File: src/rtl/data_memory_arbiter_pkg.sv
// Shared constants and FSM encoding for the data memory arbiter and the data memory.
package data_memory_arbiter_pkg;

   localparam int unsigned ADDR_WIDTH = 7;
   localparam int unsigned DATA_WIDTH = 32;
   localparam int unsigned MEM_BYTES  = 128;

   typedef enum logic [1:0] {
      StIdle  = 2'd0,
      StServe = 2'd1,
      StDone  = 2'd2
   } state_e;

endpackage

File: src/rtl/data_memory_arbiter_rr_pick2.sv
// Combinational two-way round-robin picker: on a tie the requester not served last wins.
module rr_pick2 (
   input  logic req0,
   input  logic req1,
   input  logic last,
   output logic sel,
   output logic any
);

   assign any = req0 | req1;
   assign sel = (req0 & req1) ? ~last : req1;

endmodule

File: src/rtl/data_memory_arbiter.sv
// Round-robin arbiter sharing the single-port big-endian data memory between the CPU (0)
// and the DMA/loader port (1); each access runs IDLE -> SERVE -> DONE.
module data_memory_arbiter #(
   parameter int unsigned ADDR_WIDTH = data_memory_arbiter_pkg::ADDR_WIDTH,
   parameter int unsigned DATA_WIDTH = data_memory_arbiter_pkg::DATA_WIDTH,
   parameter int unsigned MEM_BYTES  = data_memory_arbiter_pkg::MEM_BYTES
) (
   input  logic                  clk,
   input  logic                  rst,
   input  logic                  req0,
   input  logic                  we0,
   input  logic [ADDR_WIDTH-1:0] addr0,
   input  logic [DATA_WIDTH-1:0] wdata0,
   output logic                  ack0,
   output logic                  err0,
   output logic [DATA_WIDTH-1:0] rdata0,
   input  logic                  req1,
   input  logic                  we1,
   input  logic [ADDR_WIDTH-1:0] addr1,
   input  logic [DATA_WIDTH-1:0] wdata1,
   output logic                  ack1,
   output logic                  err1,
   output logic [DATA_WIDTH-1:0] rdata1,
   output logic                  mem_we,
   output logic [ADDR_WIDTH-1:0] mem_addr,
   output logic [DATA_WIDTH-1:0] mem_data,
   input  logic [DATA_WIDTH-1:0] mem_q
);

   import data_memory_arbiter_pkg::*;

   state_e                state_q, state_d;
   logic                  sel_q, sel_d;
   logic                  last_q, last_d;
   logic                  ack0_q, ack0_d, ack1_q, ack1_d;
   logic                  err0_q, err0_d, err1_q, err1_d;
   logic [DATA_WIDTH-1:0] rdata0_q, rdata0_d, rdata1_q, rdata1_d;

   logic                  pick_sel, pick_any;
   logic                  we_sel, in_range;
   logic [ADDR_WIDTH-1:0] addr_sel;
   logic [DATA_WIDTH-1:0] wdata_sel;

   rr_pick2 u_pick (
      .req0 (req0),
      .req1 (req1),
      .last (last_q),
      .sel  (pick_sel),
      .any  (pick_any)
   );

   assign we_sel    = sel_q ? we1    : we0;
   assign addr_sel  = sel_q ? addr1  : addr0;
   assign wdata_sel = sel_q ? wdata1 : wdata0;
   // The memory reads addr..addr+3, so the last three bytes cannot start a word.
   assign in_range  = 32'(addr_sel) <= (MEM_BYTES - 32'd4);

   assign ack0   = ack0_q;
   assign ack1   = ack1_q;
   assign err0   = err0_q;
   assign err1   = err1_q;
   assign rdata0 = rdata0_q;
   assign rdata1 = rdata1_q;

   always_comb begin
      mem_we   = 1'b0;
      mem_addr = '0;
      mem_data = '0;
      if (state_q == StServe) begin
         mem_we   = we_sel & in_range;
         mem_addr = addr_sel;
         mem_data = wdata_sel;
      end
   end

   always_comb begin
      state_d  = state_q;
      sel_d    = sel_q;
      last_d   = last_q;
      ack0_d   = ack0_q;
      ack1_d   = ack1_q;
      err0_d   = err0_q;
      err1_d   = err1_q;
      rdata0_d = rdata0_q;
      rdata1_d = rdata1_q;
      case (state_q)
         StIdle: begin
            if (pick_any) begin
               sel_d   = pick_sel;
               state_d = StServe;
            end
         end
         StServe: begin
            last_d  = sel_q;
            state_d = StDone;
            if (sel_q) begin
               ack1_d = 1'b1;
               err1_d = ~in_range;
               if (!we_sel) rdata1_d = in_range ? mem_q : '0;
            end else begin
               ack0_d = 1'b1;
               err0_d = ~in_range;
               if (!we_sel) rdata0_d = in_range ? mem_q : '0;
            end
         end
         StDone: begin
            ack0_d  = 1'b0;
            ack1_d  = 1'b0;
            err0_d  = 1'b0;
            err1_d  = 1'b0;
            state_d = StIdle;
         end
         default: state_d = StIdle;
      endcase
   end

   always_ff @(posedge clk or posedge rst) begin
      if (rst) begin
         state_q  <= StIdle;
         sel_q    <= 1'b0;
         last_q   <= 1'b1;
         ack0_q   <= 1'b0;
         ack1_q   <= 1'b0;
         err0_q   <= 1'b0;
         err1_q   <= 1'b0;
         rdata0_q <= '0;
         rdata1_q <= '0;
      end else begin
         state_q  <= state_d;
         sel_q    <= sel_d;
         last_q   <= last_d;
         ack0_q   <= ack0_d;
         ack1_q   <= ack1_d;
         err0_q   <= err0_d;
         err1_q   <= err1_d;
         rdata0_q <= rdata0_d;
         rdata1_q <= rdata1_d;
      end
   end

endmodule

File: config.mk
export PLATFORM = sky130hd
export DESIGN_NAME = data_memory_arbiter
export DESIGN_NICKNAME = d
export VERILOG_FILES = /design/src/rtl/data_memory_arbiter_pkg.sv /design/src/rtl/data_memory_arbiter_rr_pick2.sv /design/src/rtl/data_memory_arbiter.sv
export SDC_FILE = /design/constraint.sdc
export NUM_CORES = 1
export LEC_CHECK = 0
export ABC_AREA = 1
export CORE_MARGIN = 4
export CORE_UTILIZATION = 39
export DETAILED_ROUTE_END_ITERATION = 10
export GPL_ROUTABILITY_DRIVEN = 0
export HOLD_SLACK_MARGIN = 0.06
export PLACE_DENSITY = 0.88
export SLEW_MARGIN = 5
export SYNTH_ARGS = -nofsm -noshare
export SYNTH_HDL_FRONTEND = slang
export SYNTH_SLANG_ARGS = --single-unit
File: constraint.sdc
create_clock -name clk -period 7.15 [get_ports clk]
set_input_delay 1.43 -clock clk [delete_from_list [all_inputs] [get_ports clk]]
set_output_delay 1.43 -clock clk [all_outputs]
set_load 0.005 [all_outputs]
**Word-level counts from Yosys, hierarchy flattened**

Cells that the tools add are included.

- Div/mod/pow operators: 0
- Bitwise operators: 7
- Shift operators: 0
- $mul: 0
- $add $sub $neg: 0
- $lt $le $gt $ge: 1
- Eq/ne operators: 5
- Muxes and demuxes: 18
- Reduce and logical (&&, ||, !) cells: 7

Operators by type and width:

| kind | number |
|---|---|
| two-way mux 32 bit | 3 |
| two-way mux 7 bit | 2 |
| one-hot mux 1 bit (2 select lines) | 4 |
| <= comparator 7 bit, second input constant | 1 |
| two-way mux 1 bit | 7 |
| inequality test 2 bit, second input constant | 3 |
| AND reduction 2 bit | 3 |
| AND reduction 3 bit | 2 |
| inverter 1 bit | 4 |
| one-hot mux 2 bit (2 select lines) | 1 |
| AND 1 bit | 2 |
| == test 2 x 1 -> 1 bit, second input constant | 1 |
| == test 2 bit, second input constant | 1 |
| logical NOT 2 bit | 1 |
| two-way mux 2 bit | 1 |
| nonzero test 2 bit | 1 |
| OR 1 bit | 1 |

- Output and inout port bits: 108
- Memories kept: 0
- Bits in latches: 0
- Input bits: 116
- Register bits: 72
- Memory bits (writable): 0
- ROM bits: 0
- Logic and storage cells: 47

**Depth between registers and ports, before layout**

Gate-level depths: netlist (run 1).

- Word-level depth: 5
- Mapped depth: 11
- Depth with buffers taken out: 8

**Modules after synthesis**

A second synthesis (run 1) with hierarchy kept.

- Cell total of the unflattened synthesis: 392
- Area, all modules: 3382.0 µm²

By module, submodules not included:

| module | cells each | instances | area an instance (µm²) |
|---|---|---|---|
| data_memory_arbiter | 389 | 1 | 3367.0 |
| rr_pick2 | 3 | 1 | 15.0 |

**Least setup slack after synthesis (run 1)**

Ideal clock, no wire load.

- Path type: input -> output
- Start: in addr0[2]
- End: out mem_we
- Slack: 3.865 ns
- Data arrival time: 1.855 ns
- Cell stages on the path: 3
- Cell sequence: o21ai_0 nor2_1 a21oi_1

- Word-level cells in the longest chain between the ends: 4

RTL lines:

| element | RTL line | source |
|---|---|---|
| start: declaration | data_memory_arbiter.sv:12 | `input logic [ADDR_WIDTH-1:0] addr0,` |
| two-way mux 7 bit | data_memory_arbiter.sv:53 | `assign addr_sel = sel_q ? addr1 : addr0;` |
| <= comparator 7 bit | data_memory_arbiter.sv:56 | `assign in_range = 32'(addr_sel) <= (MEM_BYTES - 32'd4);` |
| AND 1 bit | data_memory_arbiter.sv:70 | `mem_we = we_sel & in_range;` |
| two-way mux 1 bit | data_memory_arbiter.sv:69 | `if (state_q == StServe) begin` |
| end: declaration | data_memory_arbiter.sv:24 | `output logic mem_we,` |

Every way passes these cells.

**Final worst setup path (run 1)**

Ends and elaborated chain as after synthesis.

==> impl_metrics.yaml, run 1 <==
yosys:
  async_reset_ff_frac: 1.000
  synthDistinctLibCells: 22
  yosys_warnings: 0
  ys_top_cells_by_count: "nand2_1, dfrtp_1, nand3_1"
  yosys.area.top_type: "dfrtp_1"
  syn_avg_cell_area_sq_um: 8.688
  ys_seq_elements: 72
  syn_area_sq_um: 3379
  ys.flop_type: "dfrtp_1"
  post-synth-top-count-cell: "nand2_1"
  ys_seq_area_frac: 0.5335
  synthTopCellsByArea: "dfrtp_1, nand2_1, nand3_1, a22o_1, buf_6"
  synth_edf_count: 0
  synth_top_area_share: 0.5257
  synth_nets: 505
  synthCells: 389
worst_setup_path:
  path_buf_inv: 2
  arrival_ns: 2.90
  critPathRequiredTime_ns: 5.72
  crit_family: "buffers and inverters"
  crit_type: "in2out"
  cpMostUsedCell: "clkdlybuf4s50_1"
  max_stage_delay_ns: 0.52
  r2r_start: "sel_q"
  start_kind: "input port"
  slowest_stage: "clkdlybuf4s50_1"
  cp-startpoint: "addr0[2]"
  cp_cell_sequence: "clkdlybuf4s50_1 > o21ai_0 > nor2_1 > a21oi_1 > clkdlybuf4s50_1"
  end_kind: "output port"
  worstPathMaxFanout: 2
outcome:
  outcome: "completed"
pwr:
  pwr-share-clk: 0.141
  power_frac_comb: 0.520
  power_density_nw_per_um2: 364.8
  swShare: 0.3508
  leakage_uw: 0.002662
  pwr-share-seq: 0.339
  netSwitchingPower_uw: 738.3
  vdd_drop_max_v: 0.0001616
  intPower_uw: 1367
global_routing:
  grt_pass1_wl_microns: 19490
  grt_pass1_vias: 3777
  grt_usage: 0.2504
  antenna_found_initial: 3
  grt.overflow.total: 0
  grt_max_degree: 73
worst_hold_path:
  hp-start: "last_q"
  worstHoldPathType: "reg2reg"
route:
  drc_errors: 0
  routed_wl_microns: 13030
  drtAntennaViolNets: 0
  routedWlPerCell_microns: 18.35
  post_drt_via_cell_ratio: 5.224
  drtIter0Drc: 179
  vias: 3709
  firstDrtPassIters: 4
layout:
  regArea_sq_um: 1803
  nNetsFinal: 713
  stdcell_count: 710
  drive_above_1_share: 0.04817
  multiInputGateArea_sq_um: 1371
  nFillCells: 681
  final_area_sq_um: 5769
  area_growth_pct: 70.71
clocking:
  ctsResizeCount: 0
  postCtsHoldBufs: 0
  postCtsSetupBuffers: 0
  cts_buffers: 9
  clockBufferDepth: 2
  h-tree-depth: 3
  clk_latency_ns: 0.34
  clkTransAtPathRegs_ns: 0.08
  cts_root_buffer: "clkbuf_8"
  cts_sinks: 72
  cts_tree: "built"
timing:
  timing.slew.headroom: 0.2367
  fmax_mhz: 231.0
  min_period_ns: 4.330
  finalHoldViolCount: 0
  rsz0062_at_grt: "no"
  setup_tns_ns: 0
  tightest_slew_ns: 1.141
  skew_ns: 0.01140
  report.final.slew_viol_count: 0
  setup_viol: 0
  min_period_over_period: 0.6056
placement:
  postPlaceCellArea_sq_um: 5582
  placedCellCount: 691
  hpwl_microns: 9896
  portBuffers: 223
floorplan:
  fp-row-count: 33
  initial_utilization: 0.4052
  die-area_sq_um: 10220
  die_x_microns: 101.1
  core_area_sq_um: 8341
  die_h_microns: 101.1
  ios: 224
job:
  maxCapViolCount: 0
## worst min-delay path, stage by stage, from the launching register on
cell and delay, ns:
dfstp_2 0.37, nand2_1 0.05, nand2_1 0.05
## final cells by class
cell class / count / area share
antenna: 3 / 0.001301
sequential: 72 / 0.3125
tap: 105 / 0.02277
timing repair buffer: 224 / 0.3882
inverter: 9 / 0.006289
clock inverter: 6 / 0.007374
multi-input combinational: 281 / 0.2377
clock buffer: 10 / 0.02386
## sequential cells by signal, summed over array words and instances (netlist names)
name     count
rdata1      32
last_q       1
state_q      2
ack1         1
err0         1
ack0         1
sel_q        1
rdata0      32
err1         1
## through the flow
step / total power (uW) / hold WS, ns / setup slack (ns) / utilization
after floorplan: 1137 / 0.4310 / 3.865 / -
after global placement: 1790 / 0.4462 / 2.894 / 0.6692
after detailed placement: 1818 / 0.4631 / 2.840 / 0.6692
after CTS: 2128 / 0.4765 / 2.823 / 0.6908
after global routing: 2250 / 0.4854 / 2.765 / 0.6917
final: 2105 / 0.4722 / 2.820 / 0.6917
## power by group through the flow
stage                     combinational (uW)  clock, uW  sequential [uW]
final                                   1090        296              715
after global placement                  1080          0              709
after floorplan                          427          0              710
after global routing                    1190        320              737
after detailed placement                1100          0              718
after CTS                               1110        304              714
## path summary, 6_finish.rpt
path	endpoint	slack (ns)	cells after the start
setup / recovery	mem_we	2.82	5
hold / removal	last_q	0.47	2
setup reg to reg	rdata1[18]	3.92	7
hold reg to reg	last_q	0.47	2
max in group asynchronous	rdata1[2]	4.88	3
min in group asynchronous	rdata0[15]	1.70	3
## cell families after synthesis
logic type             Yosys count  synth area share
AND/OR/NAND/NOR                232            0.2940
buffers and inverters           36           0.06146
AO/OA/AOI/OAI                   49            0.1111
flip-flops                      72            0.5335
## cells in the final DEF, fill, tap and decap left out
| master | count |
|---|---|
| inv_1 | 4 |
| a21oi_1 | 7 |
| dfrtp_1 | 71 |
| nor2_1 | 5 |
| nand3_1 | 64 |
| clkdlybuf4s50_1 | 223 |
| dfstp_2 | 1 |
| clkinv_4 | 1 |
| nand2_2 | 2 |
| diode_2 | 3 |
| a21boi_0 | 3 |
| nor3_1 | 1 |
| clkinvlp_4 | 2 |
| buf_4 | 1 |
| nand2_1 | 156 |
| clkbuf_8 | 10 |
| inv_4 | 1 |
| o21ai_0 | 6 |
| nor2_4 | 3 |
| nor2_8 | 1 |
| inv_6 | 1 |
| a22o_1 | 32 |
| inv_2 | 4 |
| a22oi_1 | 1 |
| clkinv_2 | 2 |
## routing by layer
layer	wire length, microns	track usage
met4	420	0.1237
met1	4778	0.2892
met2	6696	0.4220
met5	0	0
met3	1135	0.07336
Note: power is estimated with default switching activity, not from simulation.
==> run 2, diff against run 1 <==
Settings changed: CORE_UTILIZATION 39 to 36, PLACE_DENSITY 0.88 to 0.83.
Clock period 7.15 ns to 4.5 ns, I/O delays scaled along.
==> impl_metrics.yaml, run 2 (synthesis results as in run 1) <==
outcome:
  outcome: "completed"
worst_setup_path:
  cp_cell_sequence: "inv_4 > nor2_4 > a22oi_1 > a21oi_1 > clkdlybuf4s50_1"
  path_buf_inv: 2
  end_kind: "output port"
  crit_family: "flip-flops"
  worstPathMaxFanout: 35
  max_stage_delay_ns: 0.66
  rrSetupSlack_ns: 1.28
  r2r_cells: 7
  slowest_stage: "dfrtp_1"
  crit_type: "reg2out"
  r2r_start: "sel_q"
  critPathRequiredTime_ns: 3.60
  start_kind: "flip-flop"
  rr_endpoint: "rdata1[24]"
  arrival_ns: 2.61
pwr:
  power_density_nw_per_um2: 588.3
  swShare: 0.3364
  intPower_uw: 2273
  power_uw: 3425
  leakage_uw: 0.002682
  vdd_drop_max_v: 0.0002293
  pwr-share-clk: 0.165
  pwr-share-seq: 0.331
  netSwitchingPower_uw: 1152
  power_frac_comb: 0.505
job:
  maxCapViolCount: 0
floorplan:
  core_area_sq_um: 9196
  ios: 224
  die_x_microns: 104.9
  die_h_microns: 104.9
  initial_utilization: 0.3675
  fp-row-count: 35
  die-area_sq_um: 11000
clocking:
  ctsResizeCount: 0
  postCtsSetupBuffers: 0
  cts_buffers: 9
  clockBufferDepth: 2
  postCtsHoldBufs: 0
  clk_latency_ns: 0.34
  cts_tree: "built"
  clkTransAtPathRegs_ns: 0.08
  cts_sinks: 72
  cts_root_buffer: "clkbuf_8"
  h-tree-depth: 3
global_routing:
  grt.overflow.total: 0
  grtUsageMet2: 0.3914
  antenna_found_initial: 2
  grt_max_degree: 67
  grt_pass1_wl_microns: 19510
  grtUsageMet3: 0.06177
  busiest_layer: "met2"
  grt_pass1_vias: 3864
  grtUsageMet1: 0.2472
  grt_usage: 0.2222
route:
  drtIter0Drc: 169
  vias: 3660
  routedWlPerCell_microns: 17.10
  firstDrtPassIters: 4
  routed_wl_microns: 12250
  drc_errors: 0
  post_drt_via_cell_ratio: 5.112
  drtAntennaViolNets: 0
timing:
  finalHoldViolCount: 0
  hold_slack_ns: 0.4665
  min_period_ns: 3.510
  setup_viol: 0
  tightest_slew_ns: 1.130
  fmax_mhz: 284.9
  report.final.slew_viol_count: 0
  timing.slew.headroom: 0.2442
  setup_tns_ns: 0
  rsz0062_at_grt: "no"
  min_period_over_period: 0.7799
  skew_ns: 0.01166
worst_hold_path:
  hp-start: "state_q[1]"
  worst_hold_path.endpoint: "state_q[0]"
  min_path_cells: 1
  worstHoldPathType: "reg2reg"
placement:
  hpwl_microns: 9273
  portBuffers: 223
layout:
  drive_above_1_share: 0.04809
  area_growth_pct: 72.27
  fin_util: 0.6331
  final_common_cell: "clkdlybuf4s50_1"
  nFillCells: 807
  nNetsFinal: 714
  final_cell_mix: "clkdlybuf4s50_1, nand2_1, dfrtp_1"
## run 2: cell count changes in the layout (fill, tap and decap cells not counted)
cell,change
diode_2,-1
clkbuf_1,+1
clkinv_2,-2
buf_4,+1
bufinv_16,+2
clkbuf_8,-1
## run 2: worst max-delay path by stage
| stage | startpoint | end | slack [ns] | depth (start not counted) |
|---|---|---|---|---|
| final | sel_q | mem_we | 0.99 | 5 |
| after global routing | sel_q | mem_we | 0.85 | 5 |
| after CTS | sel_q | mem_we | 0.97 | 5 |
| after detailed placement | sel_q | rdata1[24] | 1.26 | 7 |
| after global placement | addr1[4] | mem_we | 1.33 | 7 |
| after floorplan | rst | ack0 | 1.78 | 1 |
## run 2: through the flow
step / area, sq um / std cells / worst slack (ns)
after floorplan: 3379 / 389 / 1.777
after global placement: 5597 / 698 / 1.335
after detailed placement: 5597 / 698 / 1.261
after CTS: 5817 / 714 / 0.9653
after global routing: 5822 / 716 / 0.8461
final: 5822 / 716 / 0.9905
## run 2: final cells by class
type	count	area, sq um	share of cell area
diodes	2	5.005	0.0008597
clock buffers	10	127.6	0.02192
clock inverters	6	92.59	0.01590
inverters	9	36.28	0.006233
multi-input cells	281	1371	0.2355
flip-flops and latches	72	1803	0.3097
well taps	111	138.9	0.02386
repair buffers	225	2247	0.3860
## run 2: power groups by stage
stage          clock (uW)  combinational, uW  sequential, uW
3_5_place_dp            0               1740            1140
6_report              564               1730            1130
2_1_floorplan           0                679            1130
3_3_place_gp            0               1700            1130
5_1_grt               605               1890            1170
4_1_cts               576               1760            1130
## run 2: per-layer routing
metal	up-vias	wire [microns]
li1	1714	-
met1	1740	4594
met2	174	6333
met3	32	912
met4	0	406
met5	-	0
==> run 3, diff against run 2 <==
Clock period 4.5 ns to 3.6 ns, I/O delays scaled along.
==> impl_metrics.yaml, run 3 (synthesis results as in run 1) <==
global_routing:
  grt_max_degree: 67
  grt_pass1_vias: 3897
  grt_usage: 0.2231
  grt.overflow.total: 0
  grt_pass1_wl_microns: 19620
  antenna_found_initial: 0
clocking:
  ctsResizeCount: 0
  cts_tree: "built"
  h-tree-depth: 3
  clkTransAtPathRegs_ns: 0.07
  postCtsHoldBufs: 0
  clk_latency_ns: 0.34
  clockBufferDepth: 2
  cts_root_buffer: "clkbuf_8"
  cts_sinks: 72
  postCtsSetupBuffers: 0
  cts_buffers: 9
worst_setup_path:
  start_kind: "flip-flop"
  rrSetupSlack_ns: 1.19
  end_kind: "output port"
  critPathRequiredTime_ns: 2.88
  worstPathMaxFanout: 27
  crit_type: "reg2out"
  arrival_ns: 2.55
layout:
  area_growth_pct: 71.83
  final_common_cell: "clkdlybuf4s50_1"
  nNetsFinal: 718
  nFillCells: 739
  antenna_cells: 0
  final_cell_mix: "clkdlybuf4s50_1, nand2_1, dfrtp_1"
  final_area_sq_um: 5807
  drive_above_1_share: 0.05601
timing:
  report.final.slew_viol_count: 0
  setup_viol: 0
  min_period_over_period: 0.9080
  fmax_mhz: 305.9
  min_period_ns: 3.269
  skew_ns: 0.01486
  hold_slack_ns: 0.4708
  setup_tns_ns: 0
  tightest_slew_ns: 0.6481
  timing.slew.headroom: 0.5679
  finalHoldViolCount: 0
  rsz0062_at_grt: "no"
floorplan:
  die_h_microns: 104.9
  initial_utilization: 0.3675
  core_area_sq_um: 9196
  die_x_microns: 104.9
  ios: 224
  die-area_sq_um: 11000
  fp-row-count: 35
pwr:
  leakage_uw: 0.002687
  power_density_nw_per_um2: 715.7
  vdd_drop_max_v: 0.0003129
route:
  firstDrtPassIters: 5
  drc_errors: 0
  post_drt_via_cell_ratio: 5.039
  routedWlPerCell_microns: 17.26
  drtIter0Drc: 145
  routed_wl_microns: 12400
  drtAntennaViolNets: 0
  vias: 3618
outcome:
  outcome: "completed"
placement:
  portBuffers: 223
  postPlaceCellArea_sq_um: 5627
  hpwl_microns: 9402
job:
  maxCapViolCount: 0
worst_hold_path:
  worstHoldPathType: "reg2reg"
[run 3: changes by cell type in the layout (fill, tap and decap cells not counted), sizes merged]
cell,before,now
buf,2,6
diode,2,0
bufinv,2,0
clkinv,1,3
[run 3: cell type report]
class	count	area (sq um)	share of cell area
Multi-Input combinational cell	281	1371	0.2362
Clock inverter	6	42.54	0.007326
Sequential cell	72	1803	0.3105
Clock buffer	10	137.6	0.02370
Tap cell	111	138.9	0.02392
Timing Repair Buffer	229	2277	0.3922
Inverter	9	36.28	0.006249
[run 3: power by group]
| group | internal, uW | switching, uW |
|---|---|---|
| registers | 1180 | 239 |
| logic | 1270 | 889 |
| clock network | 270 | 304 |
[run 3: per-stage QoR]
step,setup WS (ns),cells,utilization,total power [uW]
finish,0.3311,718,0.6314,4156
global route,0.1520,718,0.6314,4459
CTS,0.3136,718,0.6314,4207
detailed placement,0.6849,702,0.6118,3614
global placement,0.7848,702,0.6118,3544
floorplan,1.057,389,-,2258
[run 3: worst max-delay path, stage by stage, from the launching register on]
cell,delay (ns)
dfrtp_1,0.66
inv_4,0.12
nor2_4,0.49
buf_4,0.27
a22o_1,0.16
clkdlybuf4s50_1,0.52
[run 3: worst paths after layout]
kind	cells after the start	end	startpoint
worst max-delay path	5	mem_data[19]	sel_q
worst min-delay path	1	state_q[0]	state_q[1]
max in group asynchronous	3	rdata0[23]	rst
worst min register to register	1	state_q[0]	state_q[1]
min in group asynchronous	2	rdata1[3]	rst
worst max register to register	9	rdata0[27]	state_q[1]
[run 3: routing by layer]
metal / up-vias / track usage / wire length (microns) / share of wire
met5: - / 0 / 0 / 0
met4: 0 / 0.07498 / 208 / 0.017
met3: 17 / 0.05744 / 912 / 0.074
met2: 171 / 0.4106 / 6553 / 0.53
met1: 1709 / 0.2485 / 4720 / 0.38
li1: 1721 / - / - / -
